===== config.mk =====
export PLATFORM = sky130hd
export DESIGN_NAME = mdio_frame_master
export DESIGN_NICKNAME = d
export VERILOG_FILES = /design/src/rtl/mdio_frame_master.sv
export SDC_FILE = /design/constraint.sdc
export NUM_CORES = 1
export LEC_CHECK = 0
export BUFFER_PORTS_ARGS = -buffer_cell sky130_fd_sc_hd__buf_4
export CAP_MARGIN = 15
export CORE_MARGIN = 2
export CORE_UTILIZATION = 35
export CTS_CLUSTER_SIZE = 25
export DETAILED_ROUTE_END_ITERATION = 16
export PLACE_DENSITY_LB_ADDON = 0.2
export SETUP_SLACK_MARGIN = 0.1
export SYNTH_ARGS = -nofsm -noshare
export SYNTH_HDL_FRONTEND = slang
export SYNTH_SLANG_ARGS = --single-unit
export TNS_END_PERCENT = 100

===== constraint.sdc =====
create_clock -name clk -period 5.6 [get_ports clk]
set_input_delay 0.28 -clock clk [delete_from_list [all_inputs] [get_ports clk]]
set_output_delay 0.28 -clock clk [all_outputs]
set_load 0.05 [all_outputs]

===== src/rtl/mdio_frame_master.sv =====
// Clause-22 MDIO frame master: sends preamble plus one 32-bit command word on
// MDC/MDIO, captures read data and reports level done flags per frame type.
module mdio_frame_master #(
  parameter int unsigned DIV          = 25,
  parameter int unsigned PREAMBLE_LEN = 32
) (
  input  logic        clk,
  input  logic        rst_n,
  input  logic        start,
  input  logic [31:0] wr_data,
  output logic        busy,
  output logic [15:0] rd_data,
  output logic        rd_done,
  output logic        wr_done,
  output logic        rd_err,
  output logic        mdc,
  input  logic        mdio_i,
  output logic        mdio_o,
  output logic        mdio_oe
);

  localparam int unsigned DIV_W = $clog2(2 * DIV);
  localparam int unsigned CNT_W = 5;
  localparam logic [DIV_W-1:0] HALF_LAST = DIV_W'(DIV - 1);
  localparam logic [DIV_W-1:0] BIT_LAST  = DIV_W'(2 * DIV - 1);
  localparam logic [CNT_W-1:0] PRE_LAST  = CNT_W'(PREAMBLE_LEN - 1);
  localparam logic [CNT_W-1:0] HDR_LAST  = CNT_W'(13);
  localparam logic [CNT_W-1:0] DATA_LAST = CNT_W'(15);

  typedef enum logic [2:0] {
    S_IDLE,
    S_PRE,
    S_HDR,
    S_TA,
    S_DATA,
    S_DONE
  } state_t;

  state_t           state_q, state_d;
  logic [DIV_W-1:0] div_q, div_d;
  logic [CNT_W-1:0] cnt_q, cnt_d;
  logic [31:0]      sh_q, sh_d;
  logic [14:0]      rsh_q, rsh_d;
  logic             is_rd_q, is_rd_d;
  logic             ta_err_q, ta_err_d;
  logic [1:0]       sync_q, sync_d;
  logic             busy_q, busy_d;
  logic [15:0]      rd_data_q, rd_data_d;
  logic             rd_done_q, rd_done_d;
  logic             wr_done_q, wr_done_d;
  logic             rd_err_q, rd_err_d;
  logic             mdc_q, mdc_d;
  logic             mdio_o_q, mdio_o_d;
  logic             mdio_oe_q, mdio_oe_d;
  logic             mdio_s;

  assign mdio_s = sync_q[1];

  // Next-state, bit sequencing and registered pad values for the upcoming bit
  always_comb begin
    state_d   = state_q;
    div_d     = div_q;
    cnt_d     = cnt_q;
    sh_d      = sh_q;
    rsh_d     = rsh_q;
    is_rd_d   = is_rd_q;
    ta_err_d  = ta_err_q;
    sync_d    = {sync_q[0], mdio_i};
    busy_d    = busy_q;
    rd_data_d = rd_data_q;
    rd_done_d = rd_done_q;
    wr_done_d = wr_done_q;
    rd_err_d  = rd_err_q;
    mdc_d     = mdc_q;
    mdio_o_d  = 1'b1;
    mdio_oe_d = 1'b0;

    case (state_q)
      S_IDLE: begin
        if (start) begin
          sh_d    = wr_data;
          is_rd_d = wr_data[29];
          div_d   = '0;
          cnt_d   = '0;
          busy_d  = 1'b1;
          mdc_d   = 1'b0;
          state_d = (PREAMBLE_LEN == 0) ? S_HDR : S_PRE;
          if (wr_data[29]) rd_done_d = 1'b0;
          else             wr_done_d = 1'b0;
        end
      end
      S_PRE, S_HDR, S_TA, S_DATA: begin
        div_d = div_q + DIV_W'(1);
        if (div_q == HALF_LAST) mdc_d = 1'b1;
        if (div_q == BIT_LAST) begin
          div_d = '0;
          mdc_d = 1'b0;
          cnt_d = cnt_q + CNT_W'(1);
          case (state_q)
            S_PRE: begin
              if (cnt_q == PRE_LAST) begin
                state_d = S_HDR;
                cnt_d   = '0;
              end
            end
            S_HDR: begin
              sh_d = {sh_q[30:0], 1'b0};
              if (cnt_q == HDR_LAST) begin
                state_d = S_TA;
                cnt_d   = '0;
              end
            end
            S_TA: begin
              sh_d = {sh_q[30:0], 1'b0};
              if (cnt_q[0]) begin
                ta_err_d = mdio_s;
                state_d  = S_DATA;
                cnt_d    = '0;
              end
            end
            default: begin
              sh_d  = {sh_q[30:0], 1'b0};
              rsh_d = {rsh_q[13:0], mdio_s};
              if (cnt_q == DATA_LAST) begin
                state_d = S_DONE;
                busy_d  = 1'b0;
                if (is_rd_q) begin
                  rd_done_d = 1'b1;
                  rd_data_d = {rsh_q, mdio_s};
                  rd_err_d  = ta_err_q;
                end else begin
                  wr_done_d = 1'b1;
                end
              end
            end
          endcase
        end
      end
      S_DONE: begin
        state_d = S_IDLE;
      end
      default: begin
        state_d = S_IDLE;
      end
    endcase

    // Pad values follow the bit being entered; read frames release the bus from TA on
    case (state_d)
      S_PRE: begin
        mdio_o_d  = 1'b1;
        mdio_oe_d = 1'b1;
      end
      S_HDR: begin
        mdio_o_d  = sh_d[31];
        mdio_oe_d = 1'b1;
      end
      S_TA, S_DATA: begin
        mdio_o_d  = sh_d[31];
        mdio_oe_d = ~is_rd_d;
      end
      default: begin
        mdio_o_d  = 1'b1;
        mdio_oe_d = 1'b0;
      end
    endcase
  end

  always_ff @(posedge clk or negedge rst_n) begin
    if (!rst_n) begin
      state_q   <= S_IDLE;
      div_q     <= '0;
      cnt_q     <= '0;
      sh_q      <= '0;
      rsh_q     <= '0;
      is_rd_q   <= 1'b0;
      ta_err_q  <= 1'b0;
      sync_q    <= 2'b11;
      busy_q    <= 1'b0;
      rd_data_q <= '0;
      rd_done_q <= 1'b1;
      wr_done_q <= 1'b1;
      rd_err_q  <= 1'b0;
      mdc_q     <= 1'b0;
      mdio_o_q  <= 1'b1;
      mdio_oe_q <= 1'b0;
    end else begin
      state_q   <= state_d;
      div_q     <= div_d;
      cnt_q     <= cnt_d;
      sh_q      <= sh_d;
      rsh_q     <= rsh_d;
      is_rd_q   <= is_rd_d;
      ta_err_q  <= ta_err_d;
      sync_q    <= sync_d;
      busy_q    <= busy_d;
      rd_data_q <= rd_data_d;
      rd_done_q <= rd_done_d;
      wr_done_q <= wr_done_d;
      rd_err_q  <= rd_err_d;
      mdc_q     <= mdc_d;
      mdio_o_q  <= mdio_o_d;
      mdio_oe_q <= mdio_oe_d;
    end
  end

  assign busy    = busy_q;
  assign rd_data = rd_data_q;
  assign rd_done = rd_done_q;
  assign wr_done = wr_done_q;
  assign rd_err  = rd_err_q;
  assign mdc     = mdc_q;
  assign mdio_o  = mdio_o_q;
  assign mdio_oe = mdio_oe_q;

endmodule


==> out/qor.yml <==
synth:
  ys_seq_area_frac: 0.546
  synthFlopType: "dfrtp_1"
  synth_nets: 383
  yosysUniqueCellTypes: 56
  synth_area_leaders: "dfrtp_1 (51%), mux2_2 (9.5%), a222oi_1 (7.4%)"
  yosys.area.top_type: "dfrtp_1"
  yosysTopAreaCellShare: 0.513
  ys_warn_count: 0
  synth_area_mm2: 0.00405
  async_flop_share: 1.00
  synthCells: 339
  yosys_register_bits: 88
  synth_edf_count: 0
  avgSynthCellArea_um2: 11.9
final_layout:
  antenna_cells: 0
  area_growth_pct: 22.3
  nets: 437
  fillers: 1102
  layout.area.seq_mm2: 0.00221
  drive_above_1_share: 0.319
  multi_input_area_mm2: 0.00156
hold_path:
  holdCritPathClass: "primary input to register"
clock_tree:
  holdBufCountCts: 1
  clkSinkCount: 88
  cts.htree.levels: 3
  cts_buffer_depth: 2
  cts_root_buffer: "clkbuf_16"
  cts_tree: "built"
  cts_buffers: 9
  clkLatencyLatePin_ns: 0.34
  cts.clk_slew.worst_paths_ns: 0.06
  cts_resized: 0
  postCtsSetupRepairBufs: 0
die:
  rows: 39
  fp.coreArea_mm2: 0.0114
  die_y_um: 112
  dieArea_mm2: 0.0124
  die_w_um: 112
  start_util: 0.356
  io_pins: 59
global_route:
  grt_pass1_vias: 2692
  busiest_layer: "met2"
  overflow: 0
  grt_pass1_wl_mm: 13.7
  grtUsageMet1: 0.188
  antenna_found_initial: 0
  grtUsageMet2: 0.207
  use_met3: 0.0441
  gr-usage-all-layers: 0.138
  grt_max_degree: 56
routing:
  drt_pass1_iterations: 7
  viasPerCell: 5.13
  wire_per_inst_um: 15.4
  ant_nets: 0
  drt_iter0_drc: 180
  drt-total-wl_mm: 8.33
  vias: 2774
  drc: 0
timing:
  hold_violations: 0
  finalCriticalPeriod_ns: 2.58
  whs_ns: 0.0494
  max_slew_margin: 0.441
  fin_crit_sh: 0.460
  rsz0062_at_grt: "no"
  finalSetupViolations: 0
  skew_ns: 0.00800
  tightestPinTransition_ns: 0.839
  slew_violations: 0
  fin_setup_tns_ns: 0
  fmax_mhz: 388
setup_path:
  endpoint_kind: "register"
  cp.arrival_ns: 2.83
  critPathLaunchType: "register"
  crit_fanout: 20
  crit_type: "register to register"
  cp.required_ns: 5.86
power_and_ir_drop:
  power_leakage_nw: 2.49
  power.density_mw_per_mm2: 278
  ir_drop_uv: 131
status:
  outcome: "finished clean"
place:
  portBuffers: 58
  hpwl_mm: 5.52
  place_congestion: 0.788
run:
  drv_cap: 0
## layout make-up
class	count	area share
flip-flops and latches	88	0.446
multi-input cells	186	0.316
repair buffers	65	0.101
clock buffers	11	0.0511
well taps	143	0.0362
inverters	43	0.0326
clock inverters	5	0.0172
## flip-flops by register name, indices dropped and copies added, names as in the netlist, 2 cells and up
signal,count
sh_q,32
rd_data,16
rsh_q,15
div_q,6
cnt_q,5
state_q,3
sync_q,2
## routing by layer
metal	routed length, um	vias up
met4	57	0
met5	0	-
met2	3900	53
met3	359	2
li1	-	1357
met1	4010	1362
## placed cells by master, fill, tap and decap left out, types with 2 or more instances in the layout
master / synthesis / routed
a211oi_1: 2 / 2
buf_6: 2 / 2
mux2i_1: 3 / 3
o21bai_1: 2 / 2
nand2b_1: 2 / 2
dfstp_2: 5 / 5
a31oi_1: 4 / 4
a22o_1: 3 / 3
ha_1: 8 / 8
nor2_1: 16 / 15
nand3_1: 3 / 3
nor3b_1: 2 / 2
clkbuf_16: 0 / 9
inv_6: 0 / 2
nand4b_1: 2 / 2
xor2_1: 5 / 5
buf_4: 1 / 62
nor3_1: 6 / 6
a22oi_1: 3 / 3
o21ai_0: 6 / 6
nand2_1: 7 / 7
o32ai_1: 3 / 3
nor2b_1: 4 / 4
bufinv_16: 0 / 2
dfrtp_1: 83 / 83
mux2_2: 34 / 34
and2_1: 2 / 2
inv_1: 43 / 43
a21oi_1: 10 / 10
and3_1: 2 / 2
nand4_1: 3 / 3
clkbuf_8: 2 / 2
a222oi_1: 30 / 30
a21boi_0: 2 / 2
## cell usage after synthesis (2+ instances only)
cell type / n
a211oi_1: 2
nand3_1: 3
nor3_1: 6
buf_2: 4
nor2_1: 16
dfrtp_1: 83
clkbuf_8: 2
mux2_2: 34
mux2i_1: 3
o32ai_1: 3
nand4_1: 3
and2_1: 2
nand4b_1: 2
ha_1: 8
nor3b_1: 2
nor2b_1: 4
a222oi_1: 30
a31oi_1: 4
buf_6: 2
nand2_1: 7
a22o_1: 3
o21bai_1: 2
xor2_1: 5
o21ai_0: 6
dfstp_2: 5
inv_1: 43
and3_1: 2
a21boi_0: 2
a22oi_1: 3
clkbuf_1: 12
a21oi_1: 10
nand2b_1: 2
## critical path: stages (launching register included)
cell and delay (ns):
dfrtp_1 0.59, nor2_1 0.64, a21boi_0 0.29, nor2_2 0.49
buf_6 0.27, a222oi_1 0.11, o21ai_0 0.11
## stage by stage
stage          std cells  setup WS, ns  cell area (um2)  power [mW]   util
2_1_floorplan        339          3.32             4050       0.682      -
3_3_place_gp         522          2.66             4580       0.719  0.403
3_5_place_dp         522          2.69             4580       0.720  0.403
4_1_cts              539          2.69             4930        1.40  0.433
5_1_grt              541          2.85             4950        1.43  0.435
6_report             541          3.02             4950        1.37  0.435
## worst paths after layout
path,start,endpoint,slack [ns],cells past startpoint
worst min register to register,sync_q[0],sync_q[1],0.36,0
worst min-delay path,mdio_i,sync_q[0],0.05,1
worst max-delay path,state_q[1],mdio_o,3.02,6
worst max register to register,state_q[1],mdio_o,3.02,6
max in group asynchronous,rst_n,rd_err,4.12,3
min in group asynchronous,rst_n,mdc,0.43,2
## logic make-up (layout without fill, tap and decap cells)
| logic type | Yosys count | in the layout | share of synthesized area |
|---|---|---|---|
| mux | 37 | 37 | 0.102 |
| compound gates | 77 | 77 | 0.155 |
| xor+xnor | 6 | 6 | 0.0130 |
| flops | 88 | 88 | 0.546 |
| buf+inv | 65 | 124 | 0.0711 |
| fa+ha+maj | 8 | 8 | 0.0247 |
| simple gates | 58 | 58 | 0.0885 |
## where the power goes
group / switching, mW / internal [mW]
logic: 0.0235 / 0.0273
registers: 0.00722 / 0.649
clock network: 0.249 / 0.418
(Power assumes the default switching activity.)
